<file path="src/rtl/rst_seq_pkg.sv">
// rst_seq_pkg: state encodings and per-state reset levels for the reset sequencer
package rst_seq_pkg;

    localparam logic [2:0] ST_RESET    = 3'd0;
    localparam logic [2:0] ST_MEM_HOLD = 3'd1;
    localparam logic [2:0] ST_MEM_CAL  = 3'd2;
    localparam logic [2:0] ST_PERIPH   = 3'd3;
    localparam logic [2:0] ST_CPU      = 3'd4;
    localparam logic [2:0] ST_RUN      = 3'd5;
    localparam logic [2:0] ST_SOFT     = 3'd6;

    // {mem, periph, cpu} reset levels indexed by state; unused encoding holds everything in reset
    localparam logic [2:0] RST_LVL [8] = '{
        3'b111, 3'b111, 3'b011, 3'b011, 3'b001, 3'b000, 3'b011, 3'b111
    };

    function automatic logic [2:0] rst_lvl(input logic [2:0] st);
        return RST_LVL[st];
    endfunction

endpackage

</file>
<file path="src/rtl/rst_seq_sync2.sv">
// sync2: two-flop synchroniser with asynchronous active-high clear
module sync2 (
    input  logic clk,
    input  logic rst,
    input  logic d,
    output logic q
);

    logic meta_q, sync_q;

    // shift the asynchronous input through two flops
    always_ff @(posedge clk or posedge rst) begin
        if (rst) begin
            meta_q <= 1'b0;
            sync_q <= 1'b0;
        end else begin
            meta_q <= d;
            sync_q <= meta_q;
        end
    end

    assign q = sync_q;

endmodule

</file>
<file path="src/rtl/rst_seq.sv">
// rst_seq: staged reset release for memory, peripherals and CPU with calibration gating and soft reset
module rst_seq
    import rst_seq_pkg::*;
#(
    parameter int CNT_W        = 16,
    parameter int MEM_DLY      = 256,
    parameter int CAL_TIMEOUT  = 65535,
    parameter int PERIPH_DLY   = 64,
    parameter int CPU_DLY      = 64,
    parameter int SOFT_RST_LEN = 16
) (
    input  logic       wb_clk_i,
    input  logic       wb_rst_i,
    input  logic       mem_calib_done_i,
    input  logic       soft_rst_req_i,
    output logic       soft_rst_ack_o,
    output logic       mem_rst_o,
    output logic       periph_rst_o,
    output logic       cpu_rst_o,
    output logic       cal_timeout_o,
    output logic [2:0] state_o
);

    localparam logic [CNT_W-1:0] MEM_LAST    = CNT_W'(MEM_DLY - 1);
    localparam logic [CNT_W-1:0] CAL_LAST    = CNT_W'(CAL_TIMEOUT - 1);
    localparam logic [CNT_W-1:0] PERIPH_LAST = CNT_W'(PERIPH_DLY - 1);
    localparam logic [CNT_W-1:0] CPU_LAST    = CNT_W'(CPU_DLY - 1);
    localparam logic [CNT_W-1:0] SOFT_LAST   = CNT_W'(SOFT_RST_LEN - 1);

    logic [2:0]       state_q, state_d;
    logic [CNT_W-1:0] cnt_q, cnt_d;
    logic             ack_q, ack_d;
    logic             to_q, to_d;
    logic [2:0]       lvl_q, lvl_d;
    logic             calib_sync;

    sync2 u_calib_sync (
        .clk (wb_clk_i),
        .rst (wb_rst_i),
        .d   (mem_calib_done_i),
        .q   (calib_sync)
    );

    // state, counter and registered outputs; everything returns to its reset value asynchronously
    always_ff @(posedge wb_clk_i or posedge wb_rst_i) begin
        if (wb_rst_i) begin
            state_q <= ST_RESET;
            cnt_q   <= '0;
            ack_q   <= 1'b0;
            to_q    <= 1'b0;
            lvl_q   <= 3'b111;
        end else begin
            state_q <= state_d;
            cnt_q   <= cnt_d;
            ack_q   <= ack_d;
            to_q    <= to_d;
            lvl_q   <= lvl_d;
        end
    end

    // next state; calibration wins over a coincident timeout
    always_comb begin
        state_d = state_q;
        case (state_q)
            ST_RESET:    state_d = ST_MEM_HOLD;
            ST_MEM_HOLD: state_d = cnt_q == MEM_LAST ? ST_MEM_CAL : state_q;
            ST_MEM_CAL:  state_d = calib_sync ? ST_PERIPH : cnt_q == CAL_LAST ? ST_MEM_HOLD : state_q;
            ST_PERIPH:   state_d = cnt_q == PERIPH_LAST ? ST_CPU : state_q;
            ST_CPU:      state_d = cnt_q == CPU_LAST ? ST_RUN : state_q;
            ST_RUN:      state_d = soft_rst_req_i && !ack_q ? ST_SOFT : state_q;
            ST_SOFT:     state_d = cnt_q == SOFT_LAST ? ST_PERIPH : state_q;
            default:     state_d = ST_RESET;
        endcase
    end

    // counter, handshake, sticky timeout and reset levels derived from the next state so they move with state_o
    always_comb begin
        cnt_d = (state_d != state_q || state_q == ST_RESET || state_q == ST_RUN) ? '0 : cnt_q + 1'b1;
        ack_d = (state_q == ST_RUN && state_d == ST_SOFT) ? 1'b1 : ack_q && soft_rst_req_i;
        to_d  = to_q || (state_q == ST_MEM_CAL && state_d == ST_MEM_HOLD);
        lvl_d = rst_lvl(state_d);
    end

    assign {mem_rst_o, periph_rst_o, cpu_rst_o} = lvl_q;
    assign soft_rst_ack_o = ack_q;
    assign cal_timeout_o  = to_q;
    assign state_o        = state_q;

endmodule

</file>
<file path="config.mk">
export PLATFORM = sky130hd
export DESIGN_NAME = rst_seq
export DESIGN_NICKNAME = d
export VERILOG_FILES = /design/src/rtl/rst_seq_pkg.sv /design/src/rtl/rst_seq_sync2.sv /design/src/rtl/rst_seq.sv
export SDC_FILE = /design/constraint.sdc
export NUM_CORES = 1
export LEC_CHECK = 0
export BUFFER_PORTS_ARGS = -buffer_cell sky130_fd_sc_hd__buf_2
export CAP_MARGIN = 20
export CORE_ASPECT_RATIO = 0.9
export CORE_UTILIZATION = 49
export DETAILED_ROUTE_END_ITERATION = 10
export PLACE_DENSITY = 0.65
export SLEW_MARGIN = 20
export SYNTH_ARGS = -nofsm -noshare
export SYNTH_HDL_FRONTEND = slang
export SYNTH_SLANG_ARGS = --single-unit
</file>
<file path="constraint.sdc">
create_clock -name wb_clk_i -period 3 [get_ports wb_clk_i]
set_clock_uncertainty 0.15 [all_clocks]
set_input_delay 0.3 -clock wb_clk_i [delete_from_list [all_inputs] [get_ports wb_clk_i]]
set_output_delay 0.3 -clock wb_clk_i [all_outputs]
set_load 0.02 [all_outputs]
</file>
==> summary.txt, run 1 <==
Synthesis
  – Synthesized Nets: roughly 150
  – Cell Area, Synth: 0.00148 mm2
  – Count of different cell masters after synthesis: 38
  – Post-synthesis instance total: 148
  – Share of flip-flops with an asynchronous set or reset: 100%
  – Largest cells by area after synthesis: dfrtp_1, nor3_2, dfstp_2
  – Share of the synthesized area in the top cell type: between 30% and 40%
  – FF+latch count, synth: 26
  – Yosys Warn Count: 0
  – Largest area contributor in the synthesized netlist: dfrtp_1
  – Post-synth top flop: dfrtp_1
  – Post-synth EDFFs: 0
  – Sequential area share after synthesis: 44.1%
  – Post-Syn Area per Cell: 10.0 um2

Route
  – Detail-routed net length per standard cell: 14.9 um
  – Total number of vias: roughly 1200
  – First-pass iteration count of the detailed router: 5
  – Average vias per placed instance: 5.79
  – Total wirelength of the detailed-routed design: about 3000 um
  – Remaining routing DRC violations: 0
  – WL met1: around 1400 um
  – Detailed route wirelength on metal2: 1420 um
  – Number of antenna-violating nets in the routed design: 0
  – Starting DRT DRC Count: 48
  – Metal3 WL: 151 um
  – Highest metal used: met4

Global routing
  – Largest net degree at the start of global routing: 27
  – Overflow left after global routing: 0
  – Antenna violations before repair: 0
  – First-pass GRT wire length: around 5000 um
  – Number of global-route vias before repair: 1077
  – Aggregate global-route resource usage: 21.8%

Layout
  – Top library cells by usage in the layout, fill and taps aside: dfrtp_1, nor2_1, buf_2
  – # diodes: 0
  – Most frequent standard cell in the layout excluding fill and tap cells: dfrtp_1
  – Share of post-route cells with drive strength above 1: around a fifth
  – Number of nets in the finished design: 169
  – Final standard cell count with taps included and fillers excluded: 202
  – Synth-to-Final Area Change: 10.1%
  – Post-route standard cell area excluding fillers: 0.00163 mm2

Flow run
  – Max-cap violations: 0

STA
  – Unrepaired setup endpoints after global routing: false
  – Number of failing setup endpoints in the final timing report: 0
  – Post-Route Setup TNS: 0 ps
  – Number of hold violations in the final report: 0
  – Pins over their slew limit: 0
  – Time the final worst path needs with I/O delays and setup: 2660 ps
  – Share of the cycle needed by the critical path after routing: 88.5%
  – Highest attainable clock frequency: 0.377 GHz
  – Worst rel slew slack: 39.4%
  – Transition time at the pin with the least slew margin: 903 ps

Critical path
  – Destination of the worst register-to-register timing path: cnt_q[2]$_DFF_PP0_
  – Start point of the critical path: cnt_q[12]$_DFF_PP0_
  – Crit path capture: cnt_q[2]$_DFF_PP0_
  – Worst Path Class, Setup: flip-flop to flip-flop
  – Largest stage delay, worst path: 580 ps
  – Worst r2r path cells: 6
  – Crit path capture type: flip-flop
  – Arrival time at the worst endpoint: around 2800 ps
  – Cells along the critical path: or4_1 -> o41a_1 -> o31ai_4 -> a41oi_4 -> buf_12 -> nor3_1
  – Crit-path slowest cell: or4_1
  – Worst endpoint required time: 3100 ps
  – Critical Path Source Type: flip-flop
  – Critical-path maximum fanout: 12
  – Worst reg2reg setup slack: around 340 ps
  – Startpoint of the most critical register-to-register path: cnt_q[12]$_DFF_PP0_

Hold path
  – Class of the most critical hold timing path: input port to flip-flop
  – Hold Path Stages: 2

Placed design
  – Routability cong.: 0.915
  – HPWL after detailed placement: roughly 2200 um
  – IO buf count: 11
  – Cell count after placement: 196
  – Post-place instance area: 0.00159 mm2

Pwr
  – Share of power burned in combinational logic: between 2 and 2.5%
  – Sequential share of power: 68.5%
  – Leak pwr: slightly above 0.0007 uW
  – Sum of internal, switching and leakage power: 515 uW
  – Switching Fraction: 20.8%
  – Power per cell area: 315 mW/mm2
  – Switching power total: 107 uW
  – Clock share of power: between 20% and 30%
  – IR Drop Worst-Case VDD: 0.307 mV
  – Int Pwr: between 400 and 500 uW

CTS
  – Master cell of the clock root buffer: clkbuf_4
  – Clk pin slew, worst setup/hold paths: 130 ps
  – Clk_lat worst skew: between 300 and 400 ps
  – Clock buffer count from CTS: 3
  – Clock tree from TritonCTS: done
  – H-tree Lvls: 1
  – Sink Count: 26
  – Max Buffers Root-to-Sink: 2

Floorplanning
  – Row Count: 18
  – Vertical extent of the die: 54.2 um
  – # IOs: 12
  – Die area: 0.00325 mm2
  – Die extent in x: 60.0 um
  – Core Area: around 0.0028 mm2
  – Effective utilization at floorplan: 52.7%

Run status
  – Outcome: finished, final reports clean
## power by group through the flow
| stage | Combinational (uW) | Sequential, uW | Clock [uW] |
|---|---|---|---|
| after floorplan | 5.76 | 359 | 0 |
| after global placement | 9.22 | 359 | 0 |
| after detailed placement | 9.83 | 359 | 0 |
| after CTS | 10.7 | 353 | 161 |
| after global routing | 13.3 | 353 | 169 |
| final | 11.2 | 353 | 151 |
## cells in the mapped netlist (2+ instances only)
cell	n
nand4_1	9
xor2_1	7
o22ai_1	2
nor3_1	9
a31oi_1	4
buf_2	2
nand3_1	7
o21ai_0	4
buf_6	2
nor3_2	10
a21oi_1	2
nand2_1	6
nor4_1	6
inv_1	9
ha_1	2
clkbuf_1	3
nor2_1	11
dfrtp_1	23
xnor2_1	7
and4_1	3
dfstp_2	3
## cell type report
type / count / area, um2
Fill cell: 245 / 1180
Inverter: 9 / 33.8
Clock buffer: 4 / 26.3
Timing Repair Buffer: 17 / 118
Multi-Input combinational cell: 106 / 752
Tap cell: 40 / 50.0
Sequential cell: 26 / 654
## sequential cells by signal, summed over array words and instances, names as in the netlist
name	count
u_calib_sync.q	1
soft_rst_ack_o	1
cal_timeout_o	1
lvl_q	3
cnt_q	16
state_o	3
u_calib_sync.meta_q	1
## through the flow
stage	worst slack, ps	hold slack (ps)	util [%]
after floorplan	517	181	-
after global placement	417	190	56.4
after detailed placement	364	196	56.4
after CTS	338	38.9	57.7
after global routing	194	35.4	58.0
final	345	51.4	58.0
## worst max-delay path: cells and delay by family (launching register included)
family / cells / cell delay (ps)
compound gates: 3 / 1010
simple gates: 2 / 770
flops: 1 / 470
buf+inv: 1 / 200
## timing repair
item | CTS | global route
hold buffers | 1 | 1
setup endpoints to repair | 0 | 0
gates resized for setup | 0 | 0
setup buffers | 0 | 0
hold endpoints to repair | 1 | 23
## metal layers
layer / vias up / global-route usage, %
met2: 39 / 34.3
met5: - / 0
met4: 0 / 6.59
met3: 2 / 5.29
met1: 547 / 29.8
li1: 581 / -
## worst min path at each step
stage	start	to
global route	soft_rst_req_i	soft_rst_ack_o$_DFF_PP0_
global placement	u_calib_sync.meta_q$_DFF_PP0_	u_calib_sync.q$_DFF_PP0_
floorplan	u_calib_sync.meta_q$_DFF_PP0_	u_calib_sync.q$_DFF_PP0_
finish	soft_rst_req_i	soft_rst_ack_o$_DFF_PP0_
CTS	wb_rst_i	cnt_q[9]$_DFF_PP0_
detailed placement	u_calib_sync.meta_q$_DFF_PP0_	u_calib_sync.q$_DFF_PP0_
## cell families after synthesis
logic type	count (synthesis)	share of synthesized area, %
AOI/OAI and AO/OA	22	12.3
xor gates and xnor gates	14	8.26
adders and majority gates	2	1.69
buffers and inverters	16	5.23
DFF	26	44.1
and+or+nand+nor	68	28.4
(Power assumes the default switching activity.)
==> run 2, diff against run 1 <==
--- a/config.mk
+++ b/config.mk
@@ -7,7 +7,7 @@
 export LEC_CHECK = 0
 export BUFFER_PORTS_ARGS = -buffer_cell sky130_fd_sc_hd__buf_2
 export CAP_MARGIN = 20
-export CORE_ASPECT_RATIO = 0.9
+export CORE_ASPECT_RATIO = 2
 export CORE_UTILIZATION = 49
 export DETAILED_ROUTE_END_ITERATION = 10
 export PLACE_DENSITY = 0.65
==> summary.txt, run 2 (synthesis gave the netlist of run 1 again) <==
Global routing
  – Aggregate global-route resource usage: 23.4% (+1.6 points)
  – First-pass GRT wire length: 5390 um (+6.5%)
  – Antenna violations before repair: 0 (unchanged)
  – Overflow left after global routing: 0 (unchanged)
  – Largest net degree at the start of global routing: 27 (unchanged)
  – Number of global-route vias before repair: 1235 (+15%)

Placed design
  – HPWL after detailed placement: 2300 um (+3.1%)
  – IO buf count: 11 (unchanged)
  – Routability cong.: 0.883 (-3.6%)
  – Cell count after placement: 183 (-6.6%)
  – Post-place instance area: 0.00155 mm2 (-2.6%)

Floorplanning
  – Core Area: 0.00280 mm2 (-0.40%)
  – Die extent in x: 40.9 um (-32%)
  – Row Count: 27 (+9)
  – Vertical extent of the die: 79.8 um (+47%)
  – Die area: 0.00327 mm2 (+0.40%)
  – Effective utilization at floorplan: 52.9% (+0.21 points)
  – # IOs: 12 (unchanged)

Route
  – Starting DRT DRC Count: 47 (-2.1%)
  – WL met1: 1140 um (-20%)
  – Detail-routed net length per standard cell: 16.2 um (+9.2%)
  – Highest metal used: met4
  – Average vias per placed instance: 6.27 (+8.4%)
  – Total number of vias: 1192 (+2.0%)
  – Total wirelength of the detailed-routed design: 3090 um (+2.7%)
  – First-pass iteration count of the detailed router: 4 (-1)
  – Metal3 WL: 37 um (-75%)
  – Number of antenna-violating nets in the routed design: 0 (unchanged)
  – Detailed route wirelength on metal2: 1850 um (+30%)
  – Remaining routing DRC violations: 0 (unchanged)

CTS
  – Clock tree from TritonCTS: done
  – Master cell of the clock root buffer: clkbuf_8
  – Max Buffers Root-to-Sink: 2 (unchanged)
  – Clk_lat worst skew: 270 ps (-50 ps)
  – Post-CTS setup buffer count: 0 (unchanged)
  – Clk pin slew, worst setup/hold paths: 90 ps (-40 ps)
  – Sink Count: 26 (unchanged)
  – Clock buffer count from CTS: 3 (unchanged)
  – H-tree Lvls: 1 (unchanged)

Hold path
  – Class of the most critical hold timing path: input port to flip-flop
  – End point of the worst hold path: soft_rst_ack_o$_DFF_PP0_
  – Hold path startpoint: soft_rst_req_i
  – Hold Path Stages: 2 (unchanged)

STA
  – Time the final worst path needs with I/O delays and setup: 2700 ps (+45.5 ps)
  – Post-Route Setup TNS: 0 ps (unchanged)
  – Transition time at the pin with the least slew margin: 657 ps (-245 ps)
  – Min Hold Slack: 103 ps (+52.0 ps)
  – Highest attainable clock frequency: 0.370 GHz (-1.7%)
  – Number of failing setup endpoints in the final timing report: 0 (unchanged)
  – Share of the cycle needed by the critical path after routing: 90.0% (+1.5 points)
  – Pins over their slew limit: 0 (unchanged)
  – Number of hold violations in the final report: 0 (unchanged)
  – Worst rel slew slack: 56.0% (+17 points)
  – Unrepaired setup endpoints after global routing: false

Layout
  – Share of post-route cells with drive strength above 1: 21.1% (+0.13 points)
  – Number of inserted filler cells in the final layout: 247 (+0.82%)
  – Synth-to-Final Area Change: 12.2%
  – Final standard cell count with taps included and fillers excluded: 190 (-5.9%)
  – Post-route standard cell area excluding fillers: 0.00167 mm2 (+1.9%)
  – Multi-input logic area: 752 um2 (unchanged)
  – Most frequent standard cell in the layout excluding fill and tap cells: dfrtp_1
  – Top library cells by usage in the layout, fill and taps aside: dfrtp_1, nor2_1, buf_2
  – # diodes: 0 (unchanged)
  – Number of nets in the finished design: 168 (-0.59%)
  – Flip-flop count of the largest register, all copies and words added: 16 (unchanged)
  – Top register by number of flip-flops: cnt_q
  – Seq. cell area: 654 um2 (unchanged)
  – Share of the core filled with cells: 59.4% (+1.3 points)

Critical path
  – Crit path capture type: flip-flop
  – Worst reg2reg setup slack: 300 ps (-50 ps)
  – Worst endpoint required time: 3040 ps (-60 ps)
  – Worst r2r path cells: 5 (-1)
  – Arrival time at the worst endpoint: 2740 ps (-20 ps)
  – Destination of the worst register-to-register timing path: cnt_q[2]$_DFF_PP0_
  – Critical Path Source Type: flip-flop
  – Startpoint of the most critical register-to-register path: cnt_q[12]$_DFF_PP0_
  – Critical-path maximum fanout: 16 (+4)
  – Worst Path Class, Setup: flip-flop to flip-flop

Pwr
  – IR Drop Worst-Case VDD: 0.272 mV (-11%)
  – Power per cell area: 397 mW/mm2 (+26%)
  – Leak pwr: 0.000728 uW (+2.8%)

Run status
  – Outcome: finished, final reports clean

Flow run
  – Max-cap violations: 0 (unchanged)
run 2: changes by cell type in the layout (fill, tap and decap cells not counted):
| cell | previous run | this run |
|---|---|---|
| buf_4 | 3 | 2 |
| clkbuf_1 | 1 | 0 |
| clkbuf_8 | 0 | 3 |
| clkbuf_4 | 3 | 0 |
| buf_12 | 1 | 0 |
| buf_16 | 0 | 1 |
| bufinv_16 | 0 | 1 |
run 2: area by class of cell:
cell class              count  share of cell area, %
clock buffers               3                   2.48
clock inverters             1                   1.80
inverters                   9                   2.03
multi-input cells         106                   45.2
flip-flops and latches     26                   39.3
well taps                  29                   2.18
repair buffers             16                   7.06
run 2: report_power, final:
group	leakage, uW	internal (uW)	switching [uW]
clock network	0.0000357	179	114
logic	0.000369	7.13	8.89
registers	0.000323	352	0.874
run 2: metrics by stage:
stage          worst slack [ps]  power (uW)
6_report                    299         662
3_5_place_dp                294         369
3_3_place_gp                355         369
4_1_cts                     274         663
2_1_floorplan               517         365
5_1_grt                     151         686
run 2: layer usage:
layer / vias to the layer above / track usage (%)
met3: 8 / 2.51
met5: - / 0
li1: 576 / -
met1: 590 / 25.3
met2: 18 / 42.7
met4: 0 / 7.33
run 2: worst max path at each step:
stage                              from                  end  cells after the start  slack (ps)
floorplan            cnt_q[8]$_DFF_PP0_  cnt_q[10]$_DFF_PP0_                      7         520
global placement    cnt_q[12]$_DFF_PP0_   cnt_q[6]$_DFF_PP0_                      5         350
detailed placement  cnt_q[12]$_DFF_PP0_   cnt_q[2]$_DFF_PP0_                      5         290
CTS                 cnt_q[12]$_DFF_PP0_   cnt_q[2]$_DFF_PP0_                      5         270
global route        cnt_q[13]$_DFF_PP0_   cnt_q[5]$_DFF_PP0_                      5         150
finish              cnt_q[12]$_DFF_PP0_   cnt_q[2]$_DFF_PP0_                      5         300
run 2: critical path: stages, from the launching register on:
cell,delay [ps]
dfrtp_1,450
or4_1,570
o41a_1,480
o31ai_4,310
a41oi_4,360
nor3_1,290
run 2: what timing repair did:
action	CTS	global route
resized for setup	0	0
hold endpoints to repair	1	6
hold buffers	1	1
==> run 3, diff against run 2 <==
--- a/config.mk
+++ b/config.mk
@@ -6,12 +6,13 @@
 export NUM_CORES = 1
 export LEC_CHECK = 0
 export BUFFER_PORTS_ARGS = -buffer_cell sky130_fd_sc_hd__buf_2
-export CAP_MARGIN = 20
 export CORE_ASPECT_RATIO = 2
 export CORE_UTILIZATION = 49
 export DETAILED_ROUTE_END_ITERATION = 10
 export PLACE_DENSITY = 0.65
+export REMOVE_ABC_BUFFERS = 1
 export SLEW_MARGIN = 20
 export SYNTH_ARGS = -nofsm -noshare
 export SYNTH_HDL_FRONTEND = slang
 export SYNTH_SLANG_ARGS = --single-unit
+export TNS_END_PERCENT = 20
==> summary.txt, run 3 (synthesis gave the netlist of run 1 again) <==
Run status
  – Outcome: finished, final reports clean

Placed design
  – HPWL after detailed placement: 2250 um (-2.3%)
  – Post-place instance area: 0.00154 mm2 (-0.48%)
  – Routability cong.: 0.856 (-3.1%)
  – IO buf count: 11 (unchanged)

Critical path
  – Critical Path Source Type: flip-flop
  – Worst endpoint required time: 3030 ps (about the same)
  – Critical-path maximum fanout: 16 (unchanged)
  – Arrival time at the worst endpoint: 2720 ps (-20 ps)
  – Largest stage delay, worst path: 590 ps (+20 ps)
  – Crit-path slowest cell: or4_1
  – Crit path capture type: flip-flop
  – Worst Path Class, Setup: flip-flop to flip-flop
  – Worst reg2reg setup slack: 310 ps (about the same)
  – Cells along the critical path: or4_1 -> o41a_1 -> o31ai_4 -> a41oi_4 -> nor3_1

STA
  – Post-Route Setup TNS: 0 ps (unchanged)
  – Pins over their slew limit: 0 (unchanged)
  – Share of the cycle needed by the critical path after routing: 89.7% (-0.28 points)
  – Unrepaired setup endpoints after global routing: false
  – Number of failing setup endpoints in the final timing report: 0 (unchanged)
  – Time the final worst path needs with I/O delays and setup: 2690 ps (-8.30 ps)
  – Highest attainable clock frequency: 0.371 GHz (+0.31%)
  – Transition time at the pin with the least slew margin: 943 ps (+286 ps)
  – Worst rel slew slack: 37.1% (-19 points)
  – Number of hold violations in the final report: 0 (unchanged)

CTS
  – Clock buffer count from CTS: 3 (unchanged)
  – Sink Count: 26 (unchanged)
  – Max Buffers Root-to-Sink: 2 (unchanged)
  – H-tree Lvls: 1 (unchanged)
  – # resized after CTS: 0 (unchanged)
  – Clk pin slew, worst setup/hold paths: 80 ps (about the same)
  – Clk_lat worst skew: 260 ps (about the same)
  – Post-CTS setup buffer count: 0 (unchanged)
  – Master cell of the clock root buffer: clkbuf_8
  – Clock tree from TritonCTS: done

Layout
  – Seq. cell area: 654 um2 (unchanged)
  – Multi-input logic area: 752 um2 (unchanged)
  – Top register by number of flip-flops: cnt_q
  – Flip-flop count of the largest register, all copies and words added: 16 (unchanged)
  – Top library cells by usage in the layout, fill and taps aside: dfrtp_1, nor2_1, buf_2
  – Post-route standard cell area excluding fillers: 0.00162 mm2 (-2.7%)
  – # diodes: 0 (unchanged)
  – Number of inserted filler cells in the final layout: 254 (+2.8%)
  – Share of post-route cells with drive strength above 1: 20.3% (-0.86 points)
  – Synth-to-Final Area Change: 9.19%
  – Most frequent standard cell in the layout excluding fill and tap cells: dfrtp_1
  – Number of nets in the finished design: 165 (-1.8%)

Pwr
  – Power per cell area: 396 mW/mm2 (-0.21%)
  – Leak pwr: 0.000711 uW (-2.4%)
  – Sum of internal, switching and leakage power: 642 uW (-2.9%)
  – IR Drop Worst-Case VDD: 0.512 mV (+88%)

Global routing
  – Most crowded layer after global routing: met2
  – GR Util met1: 21.6% (-3.7 points)
  – Largest net degree at the start of global routing: 27 (unchanged)
  – Met2 usage: 37.0% (-5.6 points)
  – First-pass GRT wire length: 4670 um (-13%)
  – Overflow left after global routing: 0 (unchanged)
  – Aggregate global-route resource usage: 20.4% (-3.0 points)
  – Number of global-route vias before repair: 1065 (-14%)
  – Met3 usage: 1.67% (-0.84 points)
  – Antenna violations before repair: 0 (unchanged)

Floorplanning
  – # IOs: 12 (unchanged)
  – Core Area: 0.00280 mm2 (unchanged)
  – Row Count: 27 (unchanged)
  – Vertical extent of the die: 79.8 um (unchanged)
  – Effective utilization at floorplan: 52.9% (unchanged)
  – Die extent in x: 40.9 um (unchanged)
  – Die area: 0.00327 mm2 (unchanged)

Route
  – Starting DRT DRC Count: 22 (-53%)
  – Number of antenna-violating nets in the routed design: 0 (unchanged)
  – First-pass iteration count of the detailed router: 4 (unchanged)
  – Total number of vias: 1154 (-3.2%)
  – Detail-routed net length per standard cell: 15.9 um (-2.4%)
  – Remaining routing DRC violations: 0 (unchanged)
  – Total wirelength of the detailed-routed design: 2970 um (-3.9%)
  – Average vias per placed instance: 6.17 (-1.6%)

Flow run
  – Max-cap violations: 0 (unchanged)

Hold path
  – Class of the most critical hold timing path: input port to async pin
[run 3: cell type report]
cell class                      count  share of cell area, %
Multi-Input combinational cell    106                   46.4
Inverter                            9                   2.08
Clock buffer                        3                   2.55
Sequential cell                    26                   40.4
Timing Repair Buffer               13                   4.48
Clock inverter                      1                   1.85
Tap cell                           29                   2.24
[run 3: critical path, delay by kind of cell, from the launching register on]
kind / cells / cell delay (ps)
compound gates: 3 / 1150
flops: 1 / 440
simple gates: 2 / 870
[run 3: worst paths after layout]
kind	start	cells after the start	endpoint
worst min-delay path	wb_rst_i	2	cnt_q[10]$_DFF_PP0_
min in group wb_clk_i	soft_rst_req_i	2	soft_rst_ack_o$_DFF_PP0_
worst max register to register	cnt_q[13]$_DFF_PP0_	5	cnt_q[4]$_DFF_PP0_
worst max-delay path	cnt_q[13]$_DFF_PP0_	5	cnt_q[4]$_DFF_PP0_
worst min register to register	u_calib_sync.meta_q$_DFF_PP0_	0	u_calib_sync.q$_DFF_PP0_
max in group asynchronous	wb_rst_i	2	cnt_q[3]$_DFF_PP0_
[run 3: metrics by stage]
step           setup WS, ps  instances  hold WS (ps)  util (%)
6_report                308        187          86.1      57.8
5_1_grt                62.6        187           131      57.8
4_1_cts                 302        187           116      57.8
3_5_place_dp            341        182           197      54.9
3_3_place_gp            368        182           187      54.9
2_1_floorplan           195        141           181         -
[run 3: repair_timing]
action / in CTS / in global routing
hold endpoints to repair: 1 / 0
endpoints found under the setup margin: 0 / 5
hold buffers: 1 / 0
[run 3: report_power, final]
part	total, uW	internal, uW	switching (uW)
logic	10.1	2.64	7.49
clock network	280	178	102
registers	352	352	0.745
[run 3: per-layer routing]
| layer | vias up | part of all wire (%) | wire length, um |
|---|---|---|---|
| li1 | 564 | - | - |
| met1 | 561 | 39 | 1170 |
| met2 | 23 | 56 | 1670 |
| met3 | 6 | 1.9 | 57 |
| met4 | 0 | 2.4 | 71 |
| met5 | - | 0 | 0 |
